--- src/rtl/minterm_extractor.sv ---
// Sweeps an N_IN-input combinational function through every input vector,
// rebuilds its minterm mask and streams the set minterm indices over valid/ready.
module minterm_extractor #(
    parameter int unsigned N_IN   = 4,
    parameter int unsigned SETTLE = 1
) (
    input  logic                   clk,
    input  logic                   rst_n,
    input  logic                   start_i,
    output logic [N_IN-1:0]        fut_in_o,
    input  logic                   fut_s_i,
    output logic                   busy_o,
    output logic                   done_o,
    output logic [(1<<N_IN)-1:0]   mask_o,
    output logic [N_IN:0]          ones_o,
    output logic                   m_valid_o,
    input  logic                   m_ready_i,
    output logic [N_IN-1:0]        m_index_o,
    output logic                   m_last_o
);

    localparam int unsigned    MW          = 1 << N_IN;
    localparam int unsigned    CW          = (SETTLE > 1) ? $clog2(SETTLE) : 1;
    localparam logic [N_IN:0]  LAST_IDX    = (N_IN+1)'(MW - 1);
    localparam logic [CW-1:0]  SETTLE_LAST = CW'(SETTLE - 1);

    localparam logic [2:0] S_IDLE   = 3'd0;
    localparam logic [2:0] S_DRIVE  = 3'd1;
    localparam logic [2:0] S_SAMPLE = 3'd2;
    localparam logic [2:0] S_EMIT   = 3'd3;
    localparam logic [2:0] S_DONE   = 3'd4;

    logic [2:0]      state_q, state_d;
    logic [N_IN:0]   idx_q, idx_d;
    logic [N_IN:0]   ptr_q, ptr_d;
    logic [CW-1:0]   cnt_q, cnt_d;
    logic [MW-1:0]   mask_q, mask_d;
    logic [N_IN:0]   ones_q, ones_d;
    logic [N_IN-1:0] fut_q, fut_d;
    logic [N_IN-1:0] hi_bit;
    logic            cur_set;

    assign cur_set = mask_q[ptr_q[N_IN-1:0]];

    always_comb begin
        state_d = state_q;
        idx_d   = idx_q;
        ptr_d   = ptr_q;
        cnt_d   = cnt_q;
        mask_d  = mask_q;
        ones_d  = ones_q;
        fut_d   = fut_q;
        case (state_q)
            S_IDLE: begin
                if (start_i) begin
                    mask_d  = '0;
                    ones_d  = '0;
                    idx_d   = '0;
                    cnt_d   = '0;
                    fut_d   = '0;
                    state_d = S_DRIVE;
                end
            end
            S_DRIVE: begin
                if (cnt_q == SETTLE_LAST) begin
                    cnt_d   = '0;
                    state_d = S_SAMPLE;
                end else begin
                    cnt_d = cnt_q + 1'b1;
                end
            end
            S_SAMPLE: begin
                mask_d[idx_q[N_IN-1:0]] = fut_s_i;
                ones_d = ones_q + {{N_IN{1'b0}}, fut_s_i};
                if (idx_q == LAST_IDX) begin
                    ptr_d   = '0;
                    state_d = S_EMIT;
                end else begin
                    idx_d   = idx_q + 1'b1;
                    fut_d   = idx_q[N_IN-1:0] + 1'b1;
                    state_d = S_DRIVE;
                end
            end
            S_EMIT: begin
                // Clear bits are skipped in one cycle; set bits wait for the handshake.
                if (!cur_set || m_ready_i) begin
                    if (ptr_q == LAST_IDX) begin
                        state_d = S_DONE;
                    end else begin
                        ptr_d = ptr_q + 1'b1;
                    end
                end
            end
            S_DONE: begin
                state_d = S_IDLE;
            end
            default: begin
                state_d = S_IDLE;
            end
        endcase
    end

    always_ff @(posedge clk or negedge rst_n) begin
        if (!rst_n) begin
            state_q <= S_IDLE;
            idx_q   <= '0;
            ptr_q   <= '0;
            cnt_q   <= '0;
            mask_q  <= '0;
            ones_q  <= '0;
            fut_q   <= '0;
        end else begin
            state_q <= state_d;
            idx_q   <= idx_d;
            ptr_q   <= ptr_d;
            cnt_q   <= cnt_d;
            mask_q  <= mask_d;
            ones_q  <= ones_d;
            fut_q   <= fut_d;
        end
    end

    // Highest set minterm, used to flag the final index of the stream.
    always_comb begin
        hi_bit = '0;
        for (int unsigned i = 0; i < MW; i++) begin
            if (mask_q[i]) hi_bit = i[N_IN-1:0];
        end
    end

    assign fut_in_o  = fut_q;
    assign busy_o    = (state_q == S_DRIVE) || (state_q == S_SAMPLE) || (state_q == S_EMIT);
    assign done_o    = (state_q == S_DONE);
    assign mask_o    = mask_q;
    assign ones_o    = ones_q;
    assign m_valid_o = (state_q == S_EMIT) && cur_set;
    assign m_index_o = ptr_q[N_IN-1:0];
    assign m_last_o  = m_valid_o && (ptr_q[N_IN-1:0] == hi_bit);

endmodule

--- config.mk ---
export PLATFORM = sky130hd
export DESIGN_NAME = minterm_extractor
export DESIGN_NICKNAME = d
export VERILOG_FILES = /design/src/rtl/minterm_extractor.sv
export SDC_FILE = /design/constraint.sdc
export NUM_CORES = 1
export LEC_CHECK = 0
export CAP_MARGIN = 10
export CORE_MARGIN = 2
export CORE_UTILIZATION = 32
export DETAILED_ROUTE_END_ITERATION = 12
export MAX_ROUTING_LAYER = met4
export PLACE_DENSITY = 0.58
export SLEW_MARGIN = 5
export SYNTH_ARGS = -nofsm -noshare
export SYNTH_HDL_FRONTEND = slang
export SYNTH_SLANG_ARGS = --single-unit
--- constraint.sdc ---
create_clock -name clk -period 5.52 [get_ports clk]
set_clock_uncertainty 0.15 [all_clocks]
set_input_delay 0.552 -clock clk [delete_from_list [all_inputs] [get_ports clk]]
set_output_delay 0.552 -clock clk [all_outputs]
set_load 0.005 [all_outputs]
# After elaboration in Yosys (flattened, before gate mapping)
# Index checks and enable logic that the tools add are counted.
# op_classes
n_lt_le_gt_ge	3
mux	42
eq_ne	14
n_reduce_logical	16
add_sub_neg	5
# ops
cell	count
$mux 4	16
$pmux 16 s2	1
$pmux 5 s2	3
$mux 5	5
$bwmux 16	1
$mux 16	1
$ne 2x2->1 const B	7
$mux 3	4
$pmux 3 s4	1
$add 5x1->5 const B	2
$eq 5x4->1 const B	2
$lt 4x5->1 const B	2
$pmux 4 s2	1
$reduce_and 4->1	2
$eq 3x2->1 const B	2
$reduce_bool 2->1	3
$add 5x1->5	1
$mux 1	5
$add 4x1->4 const B	1
$bmux 1 s4	1
$demux 1 s4	1
$eq 4x4->1	1
$ge 4x1->1 const B	1
$reduce_and 2->1	2
10 further kinds	14
# totals
wordCells	87
reg_bits	39
input_bits	5

# Depth between registers and ports, before layout
# Gate-level depths: netlist (run 1).
# depth
ltp_word	17
ltp_mapped	7

# Least setup slack after synthesis (run 1)
# OpenSTA, ideal clock, no wires.
# synth_timing
path_type	register to output
start	register mask_q[12], in the netlist mask_o[12]
end	output port m_last_o
path_stages_with_launch	7
required_ps	4818
arrival_ps	1903
slack_ps	2915
path_cell_list	dfrtp_1 -> nor4_1 -> or3b_1 -> o21ai_0 -> a21oi_1 -> or4_1 -> a21oi_1
# synth_between
elab_chain_len	6
elab_cells_between_ends	9
cone_classes	eq/ne: 1; mux: 6; reduce/logical: 2
# synth_lines
item	line	text
start, declared	37	logic [MW-1:0] mask_q, mask_d;
start signal, assigned	117	mask_q <= mask_d;
$mux 4 (4 in series)	127	if (mask_q[i]) hi_bit = i[N_IN-1:0];
$eq 4x4->1	138	assign m_last_o = m_valid_o && (ptr_q[N_IN-1:0] == hi_bit);
$logic_and 1x1->1 (*)	138	
end, declared	19	output logic m_last_o
# Every way passes the cells marked *; elsewhere a longest branch is shown, timed or not. The select of a mux whose other input is x is not followed.

# Worst setup path after layout (run 1)
# layout_timing
start	register ptr_q[0]
end	output port m_last_o
# layout_between
elab_chain_len	4
elab_cells_between_ends	5
cone_classes	eq/ne: 1; mux: 2; reduce/logical: 2
# layout_lines
item	line	text
start, declared	35	logic [N_IN:0] ptr_q, ptr_d;
start signal, assigned	115	ptr_q <= ptr_d;
$bmux 1 s4	43	assign cur_set = mask_q[ptr_q[N_IN-1:0]];
$mux 1 (implied by the code)	43	
$logic_and 1x1->1	136	assign m_valid_o = (state_q == S_EMIT) && cur_set;
$logic_and 1x1->1 (*)	138	
# Marks and branches as above.

==> results.md, run 1 <==
- Top-area cell type share of the netlist area: 0.3986
- Mapped Area: 2135 µm²
- Achievable frequency: 268.9 MHz
- Vias in the first global route: 1695
- WL met2: 2.456 mm
- Wire per inst: 15.64 µm
- Vias post-DR: 1891
- Postcts setup bufs: 0
- WS Path Type: reg -> out
- WP data arrival: 3020 ps
- Worst path top cell family by delay: simple AND/OR/NAND/NOR gates
- I/O Buffers: 37
- Initial antenna violation count: 0
- WL met1: 2.505 mm
- Top sig layer: met4
- Clock-pin slew on the worst setup and hold paths: 70 ps
- Met3 WL post-DR: 307 µm
- Finish-stage setup viols: 0
- Cts repair resizes: 0
- Vias/cell: 5.562
- Total clock sinks: 34
- R2R depth: 5
- Routed wire length: 5.317 mm
- Pwr per Cell Area: 512.0 nW/µm²
- Setup TNS: 0 ps
- Area contributors post-synth: dfrtp_1 (40%), nand4_1 (5.6%), nand2_1 (5.5%), ha_1 (5.3%), o211ai_1 (4.2%)
- RR Startpoint: state_q[2]
- Period utilisation layout: 0.6737
- DRC violations left: 0
- Unrepaired setup endpoints after global routing: false
- Hold_buf cts: 0
- Prevailing post-synth register cell: dfrtp_1
- Dominant cell type by area after synthesis: dfrtp_1
- ANT cells: 0
- GRT Overall Usage: 0.1566
- Clock root cell: clkbuf_8
- Num CTS Buffers: 5
- Die Wd: 85.67 µm
- Yosys warnings: 0
- Mapped Cells: 237
- R2r setup slk: 2940 ps
- Post-synthesis sequential area ratio: 0.3986
- Slew HR: 0.4458
- Core box area: 6386 µm²
- HPWL Detailed: 3.771 mm
- Min Hold Slack: 341.1 ps
- Syn_area_per_cell: 9.007 µm²
- Worst VDD drop: 0.1995 mV
- CTS tree: built
- Hold wc startpoint: idx_q[4]
- I/O pin total: 38
- Final GP Congestion: 0.8304
- Async SR Flop Fraction: 1.000
- EDFF count, synth: 0
- Worst path cell trace: mux4_1, o22ai_1, o32ai_1, nand2_1, or4_1, a21oi_1, clkdlybuf4s50_1
- Pin count of the biggest net entering global routing: 35
- H-tree levels: 2
- Syn Nets: 251
- First DRT Iteration DRCs: 63
- Worst min path class: reg -> reg
- Worst-path fanout max: 13
- Hold Vio Cnt, Final: 0
- Worst r2r dst: mask_o[0]
- Fin. max-slew vios: 0
- Site Rows: 29
- Initial Utilization: 0.3342
- Setup crit end kind: output port
- CP max stage delay: 560 ps
- Max Root-Sink Buffers: 2
- GR Overflow Total: 0
- Fin crit period: 3719 ps
- Maxcap violations: 0
- Clock Latency Late Sink: 290 ps
- Outcome: complete, no violations
- Hold EP: idx_q[4]
- Number of distinct library cells after synthesis: 42
- Most frequent cell after synthesis: dfrtp_1
- Chip Height: 85.67 µm
- Startpoint class of the critical path: flip-flop
- Synth top cells by count: dfrtp_1 (34), nand2_1 (31), nand4_1 (19), inv_1 (14)
- Global-route wire length before repair: 8.687 mm
- Routed Antenna Nets: 0
- Area delta synth->final: 21.40%
- #FFs+latches synth: 34
- Critical-path top delay cell: or4_1
- Worst slew pin tran: 831.3 ps
- Die footprint: 7339 µm²
- Initial DRT Pass Iterations: 4
- Layout cells sized above 1: 0.05323
- Nets: 276
- Static leakage: 1.114 nW
- Worst path required time: 4820 ps
- Buf+Inv Stages, Crit Path: 1
- Hold path depth: 2
report_power, final:
| group | total, W | switching (W) | internal, W |
|---|---|---|---|
| Sequential | 0.000472 | 0.000149 | 0.000323 |
| Clock | 0.000227 | 0.0000923 | 0.000135 |
| Combinational | 0.000627 | 0.000292 | 0.000335 |
kinds of logic after synthesis:
logic type / count (synthesis) / share of synthesized area
buffers and inverters: 34 / 0.08265
flip-flops: 34 / 0.3986
multiplexers: 6 / 0.04396
AND/OR/NAND/NOR: 91 / 0.2175
XOR/XNOR: 4 / 0.01641
AO/OA/AOI/OAI: 59 / 0.1882
adder cells (fa/ha/maj): 9 / 0.05276
state kept, by name, indices dropped and copies added (netlist names):
signal / count
idx_q: 5
state_q: 3
ptr_q: 5
ones_o: 5
mask_o: 16
per-stage QoR:
stage / instances / power (W) / util / setup slack [ps] / cell area, µm²
2_1_floorplan: 237 / 0.0008880 / - / 2915 / 2135
3_3_place_gp: 332 / 0.001103 / 0.3891 / 2158 / 2485
3_5_place_dp: 332 / 0.001108 / 0.3891 / 2070 / 2485
4_1_cts: 340 / 0.001339 / 0.4058 / 1771 / 2591
5_1_grt: 340 / 0.001438 / 0.4058 / 1607 / 2591
6_report: 340 / 0.001327 / 0.4058 / 1801 / 2591
per-layer routing:
layer  vias to the layer above  track usage
met5                         -            -
met4                         0      0.04329
met3                         4      0.03465
met2                        46       0.2237
met1                       919       0.2236
li1                        922            -
how the worst max path moves through the flow:
stage                          start  slack, ps  endpoint  cells past startpoint
after global placement      ptr_q[0]       2160  m_last_o                      7
after global routing        ptr_q[0]       1610  m_last_o                      7
after detailed placement    ptr_q[0]       2070  m_last_o                      7
after CTS                   ptr_q[0]       1770  m_last_o                      7
final                       ptr_q[0]       1800  m_last_o                      7
after floorplan           mask_o[12]       2920  m_last_o                      6
layout make-up:
type                       instances  area (µm²)
multi-input combinational        169        1107
tap                               77       96.34
fill                             641        3795
inverter                          14       52.55
clock inverter                     1       30.03
clock buffer                       7       76.32
sequential                        34       850.8
timing repair buffer              38       377.9
cells in the final DEF (no fill, tap or decap), types with 2 or more instances in the layout:
| master | synthesis | layout |
|---|---|---|
| o31ai_1 | 2 | 2 |
| a21oi_1 | 11 | 11 |
| clkbuf_1 | 9 | 2 |
| mux2_2 | 4 | 4 |
| nor2b_1 | 3 | 3 |
| o21ai_0 | 12 | 12 |
| inv_1 | 14 | 14 |
| xnor2_1 | 4 | 4 |
| clkbuf_8 | 0 | 5 |
| ha_1 | 9 | 9 |
| nor4_1 | 3 | 3 |
| nand2_1 | 31 | 31 |
| nor2_1 | 11 | 11 |
| nor3_1 | 2 | 2 |
| nand3_1 | 5 | 5 |
| and3_1 | 3 | 3 |
| dfrtp_1 | 34 | 34 |
| and2_1 | 5 | 5 |
| nand4_1 | 19 | 19 |
| or3_1 | 2 | 2 |
| o211ai_1 | 12 | 12 |
| o22ai_1 | 4 | 4 |
| a22o_1 | 4 | 4 |
| o311ai_0 | 5 | 5 |
| clkdlybuf4s50_1 | 0 | 37 |
| nand2b_1 | 2 | 2 |
worst min-delay path: cells and delay by family (launching register included):
family	cells	cell delay, ps
flops	1	350
compound gates	1	60
simple gates	1	50
Power figures use the tool's default switching activity.
==> inputs of run 2 (changes only) <==
Clock period 5.52 ns to 3.8 ns, I/O delays scaled along.
==> run 2 against run 1 <==
Against the previous run:
- power rose by 42%
- die area did not move
- first-iteration DRC count rose by 110%
- design area fell by 0.29%
- combinational power rose by 47%
- sequential share of layout area rose by 0.095 points
- worst setup slack got worse by 1600 ps
- hold slack got worse by 1.7 ps
- largest cell class unchanged
==> results.md, run 2 (synthesized netlist as in run 1, its figures left out) <==
- Vias/cell: 5.578
- Routed wire length: 5.308 mm
- Outcome: complete, no violations
- Hold EP: ones_o[4]
- Maxcap violations: 0
- Register share of total power: 0.365
- Worst-path fanout max: 13
- Flip-flop count of the largest register after layout: 16
- Clock root cell: clkbuf_8
- Total clock sinks: 34
- Routed Antenna Nets: 0
- Initial Utilization: 0.3342
- Final GP Congestion: 0.8279
- Vias in the first global route: 1685
- Worst slew pin tran: 743.5 ps
- HPWL Detailed: 3.736 mm
- Hold wc startpoint: ones_o[4]
- Clock-pin slew on the worst setup and hold paths: 80 ps
- Core box area: 6386 µm²
- Static leakage: 1.115 nW
- Nets: 277
- Pwr per Cell Area: 731.6 nW/µm²
- Worst r2r dst: ptr_q[3]
- Sw Share: 0.4131
- Unrepaired setup endpoints after global routing: false
- Layout cells sized above 1: 0.06061
- Setup crit end kind: output port
- Vias post-DR: 1902
- Slew HR: 0.5028
- R2R depth: 7
- Initial DRT Pass Iterations: 4
- Pin count of the biggest net entering global routing: 35
- Initial antenna violation count: 0
- I/O Buffers: 37
- GRT Overall Usage: 0.1559
- Crit path from: ptr_q[0]
- Die Wd: 85.67 µm
- Startpoint class of the critical path: flip-flop
- WS Path Type: reg -> out
- R2r setup slk: 1330 ps
- Net Switching: 0.0007808 W
- GR Overflow Total: 0
- Fillcell total: 641
- Site Rows: 29
- Fin. max-slew vios: 0
- DRC violations left: 0
- Min Hold Slack: 339.4 ps
- I/O pin total: 38
- WP data arrival: 3030 ps
- Hold_buf cts: 0
- First DRT Iteration DRCs: 131
- ANT cells: 0
- Clk pwr share: 0.149
- Hold path depth: 1
- Int Pwr: 0.001109 W
- Postcts setup bufs: 0
- Logic pwr share: 0.486
- Achievable frequency: 280.9 MHz
- Most frequent cells in the layout: clkdlybuf4s50_1 (37), dfrtp_1 (34), nand2_1 (31), nand4_1 (19), inv_1 (14)
- Num CTS Buffers: 5
- Finish-stage setup viols: 0
- Hold Vio Cnt, Final: 0
- Max Root-Sink Buffers: 2
- Period utilisation layout: 0.9367
- Cts repair resizes: 0
- Die footprint: 7339 µm²
- Worst VDD drop: 0.3214 mV
- H-tree levels: 2
- RR Startpoint: ptr_q[0]
- Global-route wire length before repair: 8.797 mm
- Clock Latency Late Sink: 290 ps
- Worst path required time: 3270 ps
- Chip Height: 85.67 µm
- CTS tree: built
- Wire per inst: 15.57 µm
- Commonest non-fill, non-tap cell in the layout: clkdlybuf4s50_1
- Fin crit period: 3560 ps
- Worst min path class: reg -> reg
- Setup TNS: 0 ps
- Area delta synth->final: 21.04%
==> run 2: power groups by stage <==
| stage | logic [W] | registers [W] | clock network [W] |
|---|---|---|---|
| after detailed placement | 0.000920 | 0.000694 | 0 |
| final | 0.000920 | 0.000690 | 0.000281 |
| after floorplan | 0.000696 | 0.000593 | 0 |
| after global routing | 0.00104 | 0.000717 | 0.000308 |
| after global placement | 0.000918 | 0.000692 | 0 |
| after CTS | 0.000926 | 0.000689 | 0.000287 |
==> run 2: worst max-delay path, cell delays in order, from the launching register on <==
cell and delay [ps]:
dfrtp_1 550, mux4_1 410, o22ai_1 70, o32ai_1 300, nand2_1 190, or4_1 560
a21oi_1 140, clkdlybuf4s50_1 510
==> run 2: worst max-delay path by stage <==
stage          cells after the start       end
6_report                           7  m_last_o
4_1_cts                            7  m_last_o
2_1_floorplan                      6  m_last_o
3_3_place_gp                       7  m_last_o
5_1_grt                            7  m_last_o
3_5_place_dp                       7  m_last_o
==> run 2: cell type report <==
cell class | count | area [µm²] | share of cell area
clock inverters | 1 | 5.005 | 0.001937
multi-input cells | 169 | 1107 | 0.4286
flip-flops and latches | 34 | 850.8 | 0.3293
well taps | 77 | 96.34 | 0.03729
clock buffers | 7 | 86.33 | 0.03341
repair buffers | 39 | 385.4 | 0.1492
inverters | 14 | 52.55 | 0.02034
==> run 2: routing by layer <==
layer | up-vias | share of wire | track usage
met4 | 0 | 0.011 | 0.04329
met2 | 67 | 0.44 | 0.2152
met1 | 913 | 0.48 | 0.2275
met3 | 4 | 0.065 | 0.03657
met5 | - | 0 | -
li1 | 918 | - | -
==> run 2: per-stage QoR <==
| stage | power [W] | instances | instance area, µm² | util | worst slack (ps) |
|---|---|---|---|---|---|
| after CTS | 0.001902 | 341 | 2584 | 0.4046 | 232.5 |
| after floorplan | 0.001290 | 237 | 2135 | - | 1367 |
| after detailed placement | 0.001614 | 333 | 2492 | 0.3903 | 554.8 |
| after global placement | 0.001611 | 333 | 2492 | 0.3903 | 611.1 |
| final | 0.001890 | 341 | 2584 | 0.4046 | 240.4 |
| after global routing | 0.002060 | 341 | 2584 | 0.4046 | 52.42 |
==> inputs of run 3 (changes only) <==
Settings changed: CAP_MARGIN 10 to default.
==> results of run 3 <==
The final DEF is identical to that of run 2; final timing and power are the same.
